**src/rtl/wave_rom_seq_if.sv**
```systemverilog
// Purpose: handshake, ROM and sample bus between a wave_rom_seq instance and its
//          environment (controller plus the four waveform ROMs).
// Signals: run/auto_en          generation enable / waveform auto-cycling
//          cfg_valid/cfg_ready   config handshake carrying cfg_sel/cfg_step/cfg_amp
//          rom_ena/rom_addr      one-hot ROM enables and shared ROM address
//          rom_douta             four ROM outputs concatenated, ROM k at [k*DATA_W +: DATA_W]
//          wave/wave_valid       scaled sample and its qualifier
//          cur_sel/period_tick   active waveform and per-period pulse
interface wave_rom_seq_if #(
  parameter int unsigned ADDR_W = 9,
  parameter int unsigned DATA_W = 8,
  parameter int unsigned ACC_W  = 16
);
  logic                run;
  logic                auto_en;
  logic                cfg_valid;
  logic                cfg_ready;
  logic [1:0]          cfg_sel;
  logic [ACC_W-1:0]    cfg_step;
  logic [7:0]          cfg_amp;
  logic [3:0]          rom_ena;
  logic [ADDR_W-1:0]   rom_addr;
  logic [4*DATA_W-1:0] rom_douta;
  logic [DATA_W-1:0]   wave;
  logic                wave_valid;
  logic [1:0]          cur_sel;
  logic                period_tick;

  // Environment side: controller and ROMs.
  modport master (
    output run, auto_en, cfg_valid, cfg_sel, cfg_step, cfg_amp, rom_douta,
    input  cfg_ready, rom_ena, rom_addr, wave, wave_valid, cur_sel, period_tick
  );

  // Sequencer side.
  modport slave (
    input  run, auto_en, cfg_valid, cfg_sel, cfg_step, cfg_amp, rom_douta,
    output cfg_ready, rom_ena, rom_addr, wave, wave_valid, cur_sel, period_tick
  );
endinterface

```
**src/rtl/wave_rom_seq.sv**
```systemverilog
// Purpose: phase-accumulator sequencer sharing four 512x8 waveform ROMs
//          (0 square, 1 sawtooth, 2 triangle, 3 sine) over one address path,
//          aligning the selected ROM output to its 1-cycle read latency and
//          scaling it by an amplitude code. Configuration is taken over a
//          valid/ready handshake and applied at period boundaries.
// Ports:   clk   system clock
//          rstn  asynchronous active-low reset
//          bus   wave_rom_seq_if.slave (config handshake, ROM bus, sample out)
module wave_rom_seq #(
  parameter int unsigned ADDR_W       = 9,
  parameter int unsigned DATA_W       = 8,
  parameter int unsigned ACC_W        = 16,
  parameter int unsigned STEP_RST     = 1 << (ACC_W - ADDR_W),
  parameter int unsigned AUTO_PERIODS = 4
) (
  input  logic           clk,
  input  logic           rstn,
  wave_rom_seq_if.slave  bus
);

  localparam int unsigned CNT_W  = (AUTO_PERIODS > 1) ? $clog2(AUTO_PERIODS) : 1;
  localparam int unsigned AMP_W  = 8;
  localparam int unsigned PROD_W = DATA_W + AMP_W + 1;

  // Control state
  logic [ACC_W-1:0]  acc_q,   acc_d;
  logic [1:0]        sel_q,   sel_d;
  logic [ACC_W-1:0]  step_q,  step_d;
  logic [AMP_W-1:0]  amp_q,   amp_d;
  logic              pend_q,  pend_d;
  logic [1:0]        psel_q,  psel_d;
  logic [ACC_W-1:0]  pstep_q, pstep_d;
  logic [AMP_W-1:0]  pamp_q,  pamp_d;
  logic [CNT_W-1:0]  cnt_q,   cnt_d;
  logic              tick_q,  tick_d;
  logic              ready_q, ready_d;

  // Datapath pipeline
  logic [1:0]        sel_d1_q;
  logic [AMP_W-1:0]  amp_d1_q;
  logic              vld_d1_q;
  logic [DATA_W-1:0] wave_q,  wave_d;
  logic              wvld_q;

  logic [ACC_W:0]    sum;
  logic              carry;
  logic              xfer;
  logic              apply;
  logic [DATA_W-1:0] samp;
  logic [AMP_W:0]    amp_p1;
  logic [PROD_W-1:0] prod;

  // Next-state: accumulator, config apply, auto-cycling
  always_comb begin
    sum     = {1'b0, acc_q} + {1'b0, step_q};
    carry   = bus.run & sum[ACC_W];
    xfer    = bus.cfg_valid & ready_q;
    // With run low there is no boundary to wait for, so apply on the next clock.
    apply   = pend_q & (~bus.run | carry);

    acc_d   = bus.run ? sum[ACC_W-1:0] : '0;
    tick_d  = carry;
    sel_d   = sel_q;
    step_d  = step_q;
    amp_d   = amp_q;
    cnt_d   = cnt_q;
    pend_d  = pend_q;
    psel_d  = psel_q;
    pstep_d = pstep_q;
    pamp_d  = pamp_q;

    if (apply) begin
      sel_d  = psel_q;
      step_d = pstep_q;
      amp_d  = pamp_q;
      pend_d = 1'b0;
      cnt_d  = '0;
    end else if (!bus.run) begin
      cnt_d  = '0;
    end else if (bus.auto_en && !pend_q && carry) begin
      if (cnt_q == CNT_W'(AUTO_PERIODS - 1)) begin
        sel_d = sel_q + 2'd1;
        cnt_d = '0;
      end else begin
        cnt_d = cnt_q + CNT_W'(1);
      end
    end

    // xfer needs ready_q, which is low whenever a config is pending, so it never
    // collides with apply.
    if (xfer) begin
      pend_d  = 1'b1;
      psel_d  = bus.cfg_sel;
      pstep_d = bus.cfg_step;
      pamp_d  = bus.cfg_amp;
    end

    ready_d = ~pend_d;
  end

  // Stage 2: pick the ROM that was addressed with the delayed sel, then scale
  always_comb begin
    samp = '0;
    for (int k = 0; k < 4; k++) begin
      if (sel_d1_q == 2'(k)) samp = bus.rom_douta[k*DATA_W +: DATA_W];
    end
    amp_p1 = {1'b0, amp_d1_q} + (AMP_W+1)'(1);
    prod   = PROD_W'(samp) * PROD_W'(amp_p1);
    wave_d = DATA_W'(prod >> AMP_W);
  end

  // State registers
  always_ff @(posedge clk or negedge rstn) begin
    if (!rstn) begin
      acc_q    <= '0;
      sel_q    <= '0;
      step_q   <= ACC_W'(STEP_RST);
      amp_q    <= '1;
      pend_q   <= 1'b0;
      psel_q   <= '0;
      pstep_q  <= '0;
      pamp_q   <= '0;
      cnt_q    <= '0;
      tick_q   <= 1'b0;
      ready_q  <= 1'b1;
      sel_d1_q <= '0;
      amp_d1_q <= '0;
      vld_d1_q <= 1'b0;
      wave_q   <= '0;
      wvld_q   <= 1'b0;
    end else begin
      acc_q    <= acc_d;
      sel_q    <= sel_d;
      step_q   <= step_d;
      amp_q    <= amp_d;
      pend_q   <= pend_d;
      psel_q   <= psel_d;
      pstep_q  <= pstep_d;
      pamp_q   <= pamp_d;
      cnt_q    <= cnt_d;
      tick_q   <= tick_d;
      ready_q  <= ready_d;
      sel_d1_q <= sel_q;
      amp_d1_q <= amp_q;
      vld_d1_q <= bus.run;
      wave_q   <= wave_d;
      wvld_q   <= vld_d1_q;
    end
  end

  // ROM address/enable follow run directly so a read is issued in the first run cycle.
  assign bus.rom_addr    = bus.run ? acc_q[ACC_W-1 -: ADDR_W] : '0;
  assign bus.rom_ena     = bus.run ? 4'(4'b0001 << sel_q) : 4'b0000;
  assign bus.cfg_ready   = ready_q;
  assign bus.wave        = wave_q;
  assign bus.wave_valid  = wvld_q;
  assign bus.cur_sel     = sel_q;
  assign bus.period_tick = tick_q;

endmodule

```
**src/flat_wrapper.sv**
```systemverilog
// flat-port wrapper written by rule: the top's interface ports become plain ports
module wave_rom_seq_flat 
#(
  parameter int unsigned ADDR_W       = 9,
  parameter int unsigned DATA_W       = 8,
  parameter int unsigned ACC_W        = 16,
  parameter int unsigned STEP_RST     = 1 << (ACC_W - ADDR_W),
  parameter int unsigned AUTO_PERIODS = 4
)
  (clk, rstn, bus_run, bus_auto_en, bus_cfg_valid, bus_cfg_sel, bus_cfg_step, bus_cfg_amp, bus_rom_douta, bus_cfg_ready, bus_rom_ena, bus_rom_addr, bus_wave, bus_wave_valid, bus_cur_sel, bus_period_tick);
  wave_rom_seq_if #(.ADDR_W(ADDR_W), .DATA_W(DATA_W), .ACC_W(ACC_W)) bus_i ();
  input  logic clk;
  input  logic rstn;
  input wire logic [$bits(bus_i.run)-1:0] bus_run;
  input wire logic [$bits(bus_i.auto_en)-1:0] bus_auto_en;
  input wire logic [$bits(bus_i.cfg_valid)-1:0] bus_cfg_valid;
  input wire logic [$bits(bus_i.cfg_sel)-1:0] bus_cfg_sel;
  input wire logic [$bits(bus_i.cfg_step)-1:0] bus_cfg_step;
  input wire logic [$bits(bus_i.cfg_amp)-1:0] bus_cfg_amp;
  input wire logic [$bits(bus_i.rom_douta)-1:0] bus_rom_douta;
  output wire logic [$bits(bus_i.cfg_ready)-1:0] bus_cfg_ready;
  output wire logic [$bits(bus_i.rom_ena)-1:0] bus_rom_ena;
  output wire logic [$bits(bus_i.rom_addr)-1:0] bus_rom_addr;
  output wire logic [$bits(bus_i.wave)-1:0] bus_wave;
  output wire logic [$bits(bus_i.wave_valid)-1:0] bus_wave_valid;
  output wire logic [$bits(bus_i.cur_sel)-1:0] bus_cur_sel;
  output wire logic [$bits(bus_i.period_tick)-1:0] bus_period_tick;
  assign bus_i.run = bus_run;
  assign bus_i.auto_en = bus_auto_en;
  assign bus_i.cfg_valid = bus_cfg_valid;
  assign bus_i.cfg_sel = bus_cfg_sel;
  assign bus_i.cfg_step = bus_cfg_step;
  assign bus_i.cfg_amp = bus_cfg_amp;
  assign bus_i.rom_douta = bus_rom_douta;
  assign bus_cfg_ready = bus_i.cfg_ready;
  assign bus_rom_ena = bus_i.rom_ena;
  assign bus_rom_addr = bus_i.rom_addr;
  assign bus_wave = bus_i.wave;
  assign bus_wave_valid = bus_i.wave_valid;
  assign bus_cur_sel = bus_i.cur_sel;
  assign bus_period_tick = bus_i.period_tick;
  wave_rom_seq #(.ADDR_W(ADDR_W), .DATA_W(DATA_W), .ACC_W(ACC_W), .STEP_RST(STEP_RST), .AUTO_PERIODS(AUTO_PERIODS)) u_core (.clk(clk), .rstn(rstn), .bus(bus_i));
endmodule
```
**config.mk**
```make
export PLATFORM = sky130hd
export DESIGN_NAME = wave_rom_seq_flat
export DESIGN_NICKNAME = d
export VERILOG_FILES = /design/src/rtl/wave_rom_seq_if.sv /design/src/rtl/wave_rom_seq.sv /design/src/flat_wrapper.sv
export SDC_FILE = /design/constraint.sdc
export NUM_CORES = 1
export LEC_CHECK = 0
export BUFFER_PORTS_ARGS = -buffer_cell sky130_fd_sc_hd__buf_2
export CAP_MARGIN = 10
export CORE_ASPECT_RATIO = 1.25
export CORE_MARGIN = 2
export CORE_UTILIZATION = 63
export CTS_CLUSTER_SIZE = 24
export DETAILED_ROUTE_END_ITERATION = 6
export MAX_ROUTING_LAYER = met4
export PLACE_DENSITY = 0.84
export SKIP_CTS_REPAIR_TIMING = 1
export SYNTH_ARGS = -nofsm -noshare
export SYNTH_HDL_FRONTEND = slang
export SYNTH_SLANG_ARGS = --single-unit
```
**constraint.sdc**
```tcl
create_clock -name clk -period 11.7 [get_ports clk]
set_input_delay 0.585 -clock clk [delete_from_list [all_inputs] [get_ports clk]]
set_output_delay 0.585 -clock clk [all_outputs]
set_load 0.005 [all_outputs]
```
# Yosys cells after proc, flatten, opt, wreduce, memory -nomap -nowiden
# Cells that the tools add are included.
op_classes:
  mul: 1
  n_reduce_logical: 8
  bitwise_logic: 6
  muxes: 17
  n_addsub: 4
  shift: 1
  eq_ne: 5
op_table:
  columns: ["op", "count"]
  rows:
  - ["$mux W8", 4]
  - ["$add A16 B16 Y17", 1]
  - ["$mul A8 B9 Y16", 1]
  - ["$mux W16", 1]
  - ["$mux W2", 8]
  - ["$add A8 B1 Y9 const B", 1]
  - ["$mux W9", 1]
  - ["$eq A2 B2 Y1 const B", 3]
  - ["$reduce_bool A2 Y1", 3]
  - ["$add A2 B1 Y2 const B", 2]
  - ["$mux W4", 1]
  - ["$shl A1 B2 Y4 const A", 1]
  - ["$and A1 B1 Y1", 3]
  - ["$ne A3 B1 Y1 const B", 1]
  - ["$reduce_and A3 Y1", 1]
  - ["$eq A2 B1 Y1 const B", 1]
  - ["$logic_and A1 B1 Y1", 2]
  - ["$logic_not A2 Y1", 1]
  - ["$mux W1", 2]
  - ["$not A1 Y1", 2]
  - ["$logic_not A1 Y1", 1]
  - ["$or A1 B1 Y1", 1]
totals:
  reg_bits: 93

# Logic depth before layout (Yosys ltp)
# Gate-level depths: netlist of the first run.
depth:
  ltp_word: 7
  ltp_mapped: 22
  ltp_nobuf: 20

# Worst setup path after synthesis of the first run
# Ideal clock, no wire load.
synth_timing:
  path_kind: "flip-flop to flip-flop"
  startpoint: "register u_core.sel_d1_q[0]"
  endpoint: "register u_core.wave_q[5], in the netlist u_core.bus.wave[5]"
  slack_ps: 6225
  n_path_buf: 2
  arrival_time_ps: 5395
  t_required_ps: 11620
  stages_incl_launch_ff: 21
  path_cell_list: "dfrtp_1 -> buf_2 -> buf_1 -> mux2_2 -> o21ai_1 -> or2_2 -> fa_1 -> fa_1 -> inv_1 -> fa_1 -> inv_1 -> fa_1 -> inv_1 -> ha_1 -> a21o_1 -> a21oi_1 -> o32ai_1 -> o41ai_2 -> nand2b_1 -> a21oi_1 -> xnor2_1"
synth_via:
  elab_chain_cells: 6
  elab_cells_between_ends: 9
synth_lines:
  columns: ["item", "line_no", "source"]
  rows:
  - ["start, declared", "wave_rom_seq.sv:39", "logic [1:0] sel_d1_q;"]
  - ["start signal, assigned", "wave_rom_seq.sv:143", "sel_d1_q <= sel_q;"]
  - ["$logic_not A2 Y1", "wave_rom_seq.sv:105", "if (sel_d1_q == 2'(k)) samp = bus.rom_douta[k*DATA_W +: DATA_W];"]
  - ["$mux W8 (3 in series)", "wave_rom_seq.sv:105", null]
  - ["$mux W8 *", "wave_rom_seq.sv:105", null]
  - ["$mul A8 B9 Y16 *", "wave_rom_seq.sv:108", "prod = PROD_W'(samp) * PROD_W'(amp_p1);"]
  - ["named net u_core.prod[13]", "wave_rom_seq.sv:51", "logic [PROD_W-1:0] prod;"]
  - ["end signal, assigned", "wave_rom_seq.sv:146", "wave_q <= wave_d;"]
  - ["end, declared", "wave_rom_seq.sv:42", "logic [DATA_W-1:0] wave_q, wave_d;"]
# Mark *: on every way through the listed nets, which the timed path passes. The rest lies on a longest branch.
# A chain may end at the register's enable or synchronous reset.

# Worst setup path in the final report of the first run
# Ends and elaborated chain as after synthesis.

==> metrics.cfg, run 1 <==
[status]
status=finished, final reports clean

[grt]
antenna_found_initial=0
grt_pass1_vias=4782
grt_pass1_wl_um=21900
grt_usage=0.266
grt.overflow.total=0
grt_max_degree=82

[cts]
root_buffer=clkbuf_16
cts_tree=done
insertion_delay_ps=340
cts_made_buffers=9
ctsHtreeMaxLevel=3
clkTransAtPathRegs_ps=70
cts_sinks=93
clockBufferDepth=2

[placement]
io_buffers=88
gp_congestion=0.882
hpwl_um=10000

[sta]
slew_viol_final=0
hold_viol_final=0
tightest_slew_ps=1130
relSlewSlack=0.247
rsz0062_at_grt=no
min_period_ps=6050
finalSetupViolCount=0
hold_slack_ps=73.0
finClkSkew_ps=6.55
fin_crit_sh=0.517
tns_ps=0
timing.fmax_ghz=0.165

[routing]
antenna_left=0
avgViaCountPerCell=5.66
drt-pass1-iter-count=4
wl_per_cell_um=16.8
via_count=4511
drt_iter0_markers=168
drc=0
wirelength_um=13400

[setup_path]
slowest_stage=dfrtp_1
critPathBufInv=3
crit_chain=mux2_2 -> o21ai_1 -> or2_2 -> fa_1 -> fa_1 -> inv_1 -> fa_1 -> inv_1 -> fa_1 -> inv_1 -> ha_1 -> a21o_1 -> a21oi_1 -> o32ai_1 -> o41ai_2 -> nand2b_1 -> a21oi_1 -> xnor2_1
arrival_ps=6310
cp-start-kind=flop
cp_data_required_time_ps=11960
critPathKind=flop to flop
cp_max_fo=14
crit_family=adder cells
crit_top_cell=fa_1
cp_slowest_stage_delay_ps=760
worst_setup_path_end_kind=flop

[synth]
yosys_warnings=0
synth-edff-count=0
ys_ff_latch=93
synthTopCellsByArea=dfrtp_1, fa_1, ha_1
seq_area_frac_synth=0.362
async_flop_share=1.00
yosysUniqueCellTypes=56
synth_most_common_cell=dfrtp_1
synthCells=575
synth_area_per_cell_sq_um=11.2
synth_top_flop_cell=dfrtp_1
yosysTopAreaCellShare=0.322
synth_area_sq_mm=0.00645
synth_nets=733
synthTopCellsByCount=dfrtp_1, nor2_1, inv_1, ha_1, fa_1
synth_area_leader_cell=dfrtp_1

[die]
rows=41
fp.dieArea_sq_mm=0.0111
floorplan.initialDensity=0.642
io_pins=89
dieWidth_um=94.5
design.core.area_sq_mm=0.0101
die_h_um=117

[hold_path]
hold_path_class=input pin to async pin

[layout]
n_antenna_cell=0
final_util=0.726
drive_gt1_frac=0.283
final_net_count=821
syn_to_final_growth_pct=13.2

[flow_run]
cap_violations=0

cell families after synthesis:
logic type,after synthesis,share of synthesized area
compound gates,60,0.0657
xor+xnor,30,0.0407
fa+ha+maj,95,0.232
buf+inv,70,0.0432
flops,93,0.362
mux,67,0.130
simple gates,160,0.126
final timing paths:
path | from | endpoint | slack [ps] | cells after the start
min in group clk | u_core.vld_d1_q | u_core.bus.wave_valid | 350 | 0
setup / recovery | u_core.sel_d1_q[0] | u_core.bus.wave[5] | 5650 | 18
setup reg to reg | u_core.sel_d1_q[0] | u_core.bus.wave[5] | 5650 | 18
max in group asynchronous | rstn | u_core.pamp_q[0] | 10410 | 2
hold reg to reg | u_core.vld_d1_q | u_core.bus.wave_valid | 350 | 0
hold / removal | rstn | u_core.sel_d1_q[1] | 70 | 1
layer usage:
layer / GRT usage / vias to the layer above / wire length (um) / share of wire
li1: - / 2107 / - / -
met1: 0.300 / 2247 / 5310 / 0.40
met2: 0.483 / 134 / 7180 / 0.54
met3: 0.0346 / 23 / 638 / 0.048
met4: 0.102 / 0 / 278 / 0.021
met5: - / - / 0 / 0
metrics by stage:
stage                     instance area (sq um)  setup slack, ps  std cells
after floorplan                            6450             6220        575
after global placement                     7010             5860        781
after detailed placement                   7010             5700        781
after CTS                                  7300             5680        797
after global routing                       7300             5350        797
final                                      7300             5650        797
state kept, by name (all words and copies together) (netlist names), 8 cells and up:
| signal | cells |
|---|---|
| u_core.bus.wave | 8 |
| u_core.pstep_q | 16 |
| u_core.acc_q | 16 |
| u_core.pamp_q | 8 |
| u_core.amp_q | 8 |
| u_core.amp_d1_q | 8 |
| u_core.step_q | 16 |
final cells by class:
cell class	instances	area [sq um]
clock buffer	12	246
clock inverter	4	48.8
fill	756	2750
inverter	57	214
multi-input combinational	412	3840
sequential	93	2340
tap	129	161
timing repair buffer	90	458
cells in the final DEF (no fill, tap or decap), drive strengths merged, types with 17 or more instances in the layout:
master | netlist | routed
and2 | 18 | 18
buf | 4 | 90
dfrtp | 83 | 83
fa | 41 | 41
ha | 54 | 54
inv | 57 | 58
mux2 | 56 | 56
nor2 | 69 | 69
xnor2 | 17 | 17
Power of run 1 is not shown: default switching activity piles up to over one toggle a cycle in this logic, so the estimate is an artifact.
==> run 2: changes to the inputs <==
Settings changed: CORE_UTILIZATION 63 to 59, PLACE_DENSITY 0.84 to 0.8.
Clock period 11.7 ns to 5.81 ns, I/O delays scaled along.
==> metrics.cfg, run 2 (synthesis results as in run 1) <==
[sta]
timing.fmax_ghz=0.183
fin_crit_sh=0.939
relSlewSlack=0.233
slew_viol_final=0
finalSetupViolCount=0
tns_ps=0
min_period_ps=5450
finClkSkew_ps=7.69
hold_viol_final=0
rsz0062_at_grt=no
tightest_slew_ps=1150

[setup_path]
worst_setup_path_end_kind=flop
critPathKind=flop to flop
cp-start-kind=flop
arrival_ps=5710
cp_data_required_time_ps=6070
cp_max_fo=10

[die]
rows=42
dieWidth_um=97.6
design.core.area_sq_mm=0.0106
fp.dieArea_sq_mm=0.0118
io_pins=89
floorplan.initialDensity=0.608
die_h_um=121

[hold_path]
hold_path_class=input pin to flop

[grt]
grt_usage=0.248
antenna_found_initial=0
grt_pass1_vias=4838
grt_max_degree=84
grt_pass1_wl_um=22600
grt.overflow.total=0

[flow_run]
cap_violations=0

[placement]
gp_congestion=0.901
io_buffers=88
hpwl_um=10200

[layout]
largestRegisters=u_core.acc_q (16), u_core.pstep_q (16), u_core.step_q (16)
syn_to_final_growth_pct=15.2
fillers=781
final_net_count=835
n_antenna_cell=0
final_common_cell=buf_2
drive_gt1_frac=0.297
final_cell_mix=buf_2, dfrtp_1, nor2_1

[cts]
ctsHtreeMaxLevel=3
insertion_delay_ps=340
cts_made_buffers=9
clkTransAtPathRegs_ps=60
cts_sinks=93
clockBufferDepth=2
root_buffer=clkbuf_16
cts_tree=done

[routing]
antenna_left=0
wl_per_cell_um=16.4
avgViaCountPerCell=5.56
drc=0
wirelength_um=13400
drt-pass1-iter-count=5
drt_iter0_markers=152
via_count=4522

[status]
status=finished, final reports clean

run 2: cell types whose count changed in the layout (fill, tap and decap cells not counted), sizes merged:
cell,change
bufinv,+1
clkinv,-2
dlygate4sd3,+1
buf,+13
run 2: path summary, 6_finish.rpt:
kind	end	slack [ps]	start	depth (start not counted)
worst max-delay path	u_core.bus.wave[5]	360	u_core.amp_d1_q[0]	19
worst min-delay path	u_core.pstep_q[8]	180	bus_cfg_step[8]	2
worst max register to register	u_core.bus.wave[5]	360	u_core.amp_d1_q[0]	19
worst min register to register	u_core.bus.wave_valid	360	u_core.vld_d1_q	0
max in group asynchronous	u_core.amp_d1_q[4]	4260	rstn	3
min in group asynchronous	u_core.sel_d1_q[1]	330	rstn	2
run 2: cell type report:
| class | count | area, sq um | share of cell area |
|---|---|---|---|
| tap | 132 | 165 | 0.0222 |
| timing repair buffer | 104 | 566 | 0.0760 |
| inverter | 57 | 214 | 0.0288 |
| clock inverter | 3 | 68.8 | 0.00925 |
| sequential | 93 | 2340 | 0.315 |
| clock buffer | 12 | 246 | 0.0331 |
| multi-input combinational | 412 | 3840 | 0.516 |
run 2: per-layer routing:
layer | track usage | wire, um | vias up
met2 | 0.453 | 7320 | 123
met3 | 0.0467 | 574 | 29
met4 | 0.0781 | 292 | 0
met5 | - | 0 | -
met1 | 0.275 | 5180 | 2242
li1 | - | - | 2128
run 2: per-stage QoR:
stage	cells	hold WS [ps]	setup WS, ps	util	area [sq um]
CTS	812	-222	316	0.700	7430
global route	813	174	62.7	0.701	7440
detailed placement	797	140	321	0.670	7110
finish	813	180	356	0.701	7440
global placement	797	136	501	0.670	7110
floorplan	575	-5.09	335	-	6450
run 2: worst max-delay path, stage by stage (launching register included):
cell      delay, ps
dfrtp_1         550
ha_1            280
nand3_1         100
xor2_1          170
or2_2           310
fa_1            490
fa_1            500
inv_1            60
fa_1            530
inv_1            50
fa_1            530
inv_1            40
ha_1            310
a21o_1          200
a21oi_1         160
o32ai_1         180
o41ai_2         430
nand2b_1        150
a21oi_1         190
xnor2_1         140
Power of run 2 is left out for the same reason.
==> run 3: changes to the inputs <==
Settings changed: CORE_ASPECT_RATIO 1.25 to unset.
==> metrics.cfg, run 3 (synthesis results as in run 1) <==
[setup_path]
reg2regPathDepth=18
worst_setup_path_end_kind=flop
arrival_ps=5830
cp_max_fo=10
cp-start-kind=flop
r2r-start=u_core.amp_d1_q[0]
r2r_slack_ps=270
cp_data_required_time_ps=6100
timing.rr.end=u_core.bus.wave[5]
critPathKind=flop to flop

[status]
status=finished, final reports clean

[die]
fp.dieArea_sq_mm=0.0118
io_pins=89
dieWidth_um=109
design.core.area_sq_mm=0.0107
rows=38
die_h_um=109
floorplan.initialDensity=0.601

[layout]
largestRegisters=u_core.acc_q (16), u_core.pstep_q (16), u_core.step_q (16)
drive_gt1_frac=0.299
fillers=846
final_net_count=833
final_common_cell=buf_2
syn_to_final_growth_pct=14.1
final_util=0.685
n_antenna_cell=0
final_cell_mix=buf_2, dfrtp_1, nor2_1

[routing]
wl_per_cell_um=15.7
wirelength_um=12900
via_count=4533
drc=0
drt-pass1-iter-count=5
antenna_left=0
drt_iter0_markers=182
avgViaCountPerCell=5.53

[cts]
root_buffer=clkbuf_8
clkTransAtPathRegs_ps=90
clockBufferDepth=2
cts_sinks=93
cts_tree=done
insertion_delay_ps=370
ctsHtreeMaxLevel=3
cts_made_buffers=9

[flow_run]
cap_violations=0

[sta]
hold_viol_final=0
tns_ps=0
fin_crit_sh=0.953
timing.fmax_ghz=0.181
relSlewSlack=0.216
finalSetupViolCount=0
min_period_ps=5540
tightest_slew_ps=1170
slew_viol_final=0
finClkSkew_ps=14.4
rsz0062_at_grt=no

[grt]
grt_pass1_vias=4709
antenna_found_initial=0
grt_max_degree=82
grt_pass1_wl_um=21400
grt.overflow.total=0
grt_usage=0.242

[placement]
io_buffers=88
gp_congestion=0.905
hpwl_um=9760

[hold_path]
hold_end=u_core.pstep_q[4]
hold-path-cell-count=2
hold_path_class=input pin to flop
hold_path.startpoint=bus_cfg_step[4]

## run 3: worst max-delay path: stages, from the launching register on
cell,delay (ps)
dfrtp_1,520
ha_1,380
inv_1,150
or2_2,340
fa_1,490
fa_1,550
inv_1,60
fa_1,530
inv_1,70
fa_1,540
inv_1,50
ha_1,330
a21o_1,200
a21oi_1,160
o32ai_1,160
o41ai_2,440
nand2b_1,150
a21oi_1,210
xnor2_1,140
## run 3: per-layer routing
| layer | part of all wire | vias to the layer above | track usage | wire length (um) |
|---|---|---|---|---|
| li1 | - | 2127 | - | - |
| met1 | 0.43 | 2258 | 0.292 | 5520 |
| met2 | 0.50 | 130 | 0.412 | 6390 |
| met3 | 0.054 | 18 | 0.0452 | 690 |
| met4 | 0.022 | 0 | 0.0797 | 277 |
| met5 | 0 | - | - | 0 |
## run 3: worst max path at each step
| stage | start | endpoint | slack [ps] |
|---|---|---|---|
| floorplan | u_core.sel_d1_q[0] | u_core.bus.wave[5] | 330 |
| global placement | u_core.sel_d1_q[0] | u_core.bus.wave[5] | 450 |
| detailed placement | u_core.sel_d1_q[0] | u_core.bus.wave[5] | 270 |
| CTS | u_core.sel_d1_q[0] | u_core.bus.wave[5] | 250 |
| global route | u_core.amp_d1_q[0] | u_core.bus.wave[5] | 40 |
| finish | u_core.amp_d1_q[0] | u_core.bus.wave[5] | 270 |
## run 3: metrics by stage
step,hold slack (ps),setup WS [ps],cell area (sq um),instances
final,141,274,7360,820
after global routing,132,37.0,7360,820
after CTS,-271,247,7340,819
after detailed placement,144,265,7110,803
after global placement,143,453,7110,803
after floorplan,-5.09,335,6450,575
## run 3: area by class of cell
class / instances / area [sq um] / share of cell area
timing repair buffer: 102 / 551 / 0.0748
tap: 140 / 175 / 0.0238
clock inverter: 6 / 111 / 0.0151
inverter: 57 / 214 / 0.0291
multi-input combinational: 412 / 3840 / 0.522
clock buffer: 10 / 128 / 0.0173
sequential: 93 / 2340 / 0.318
Power of run 3 is left out for the same reason.
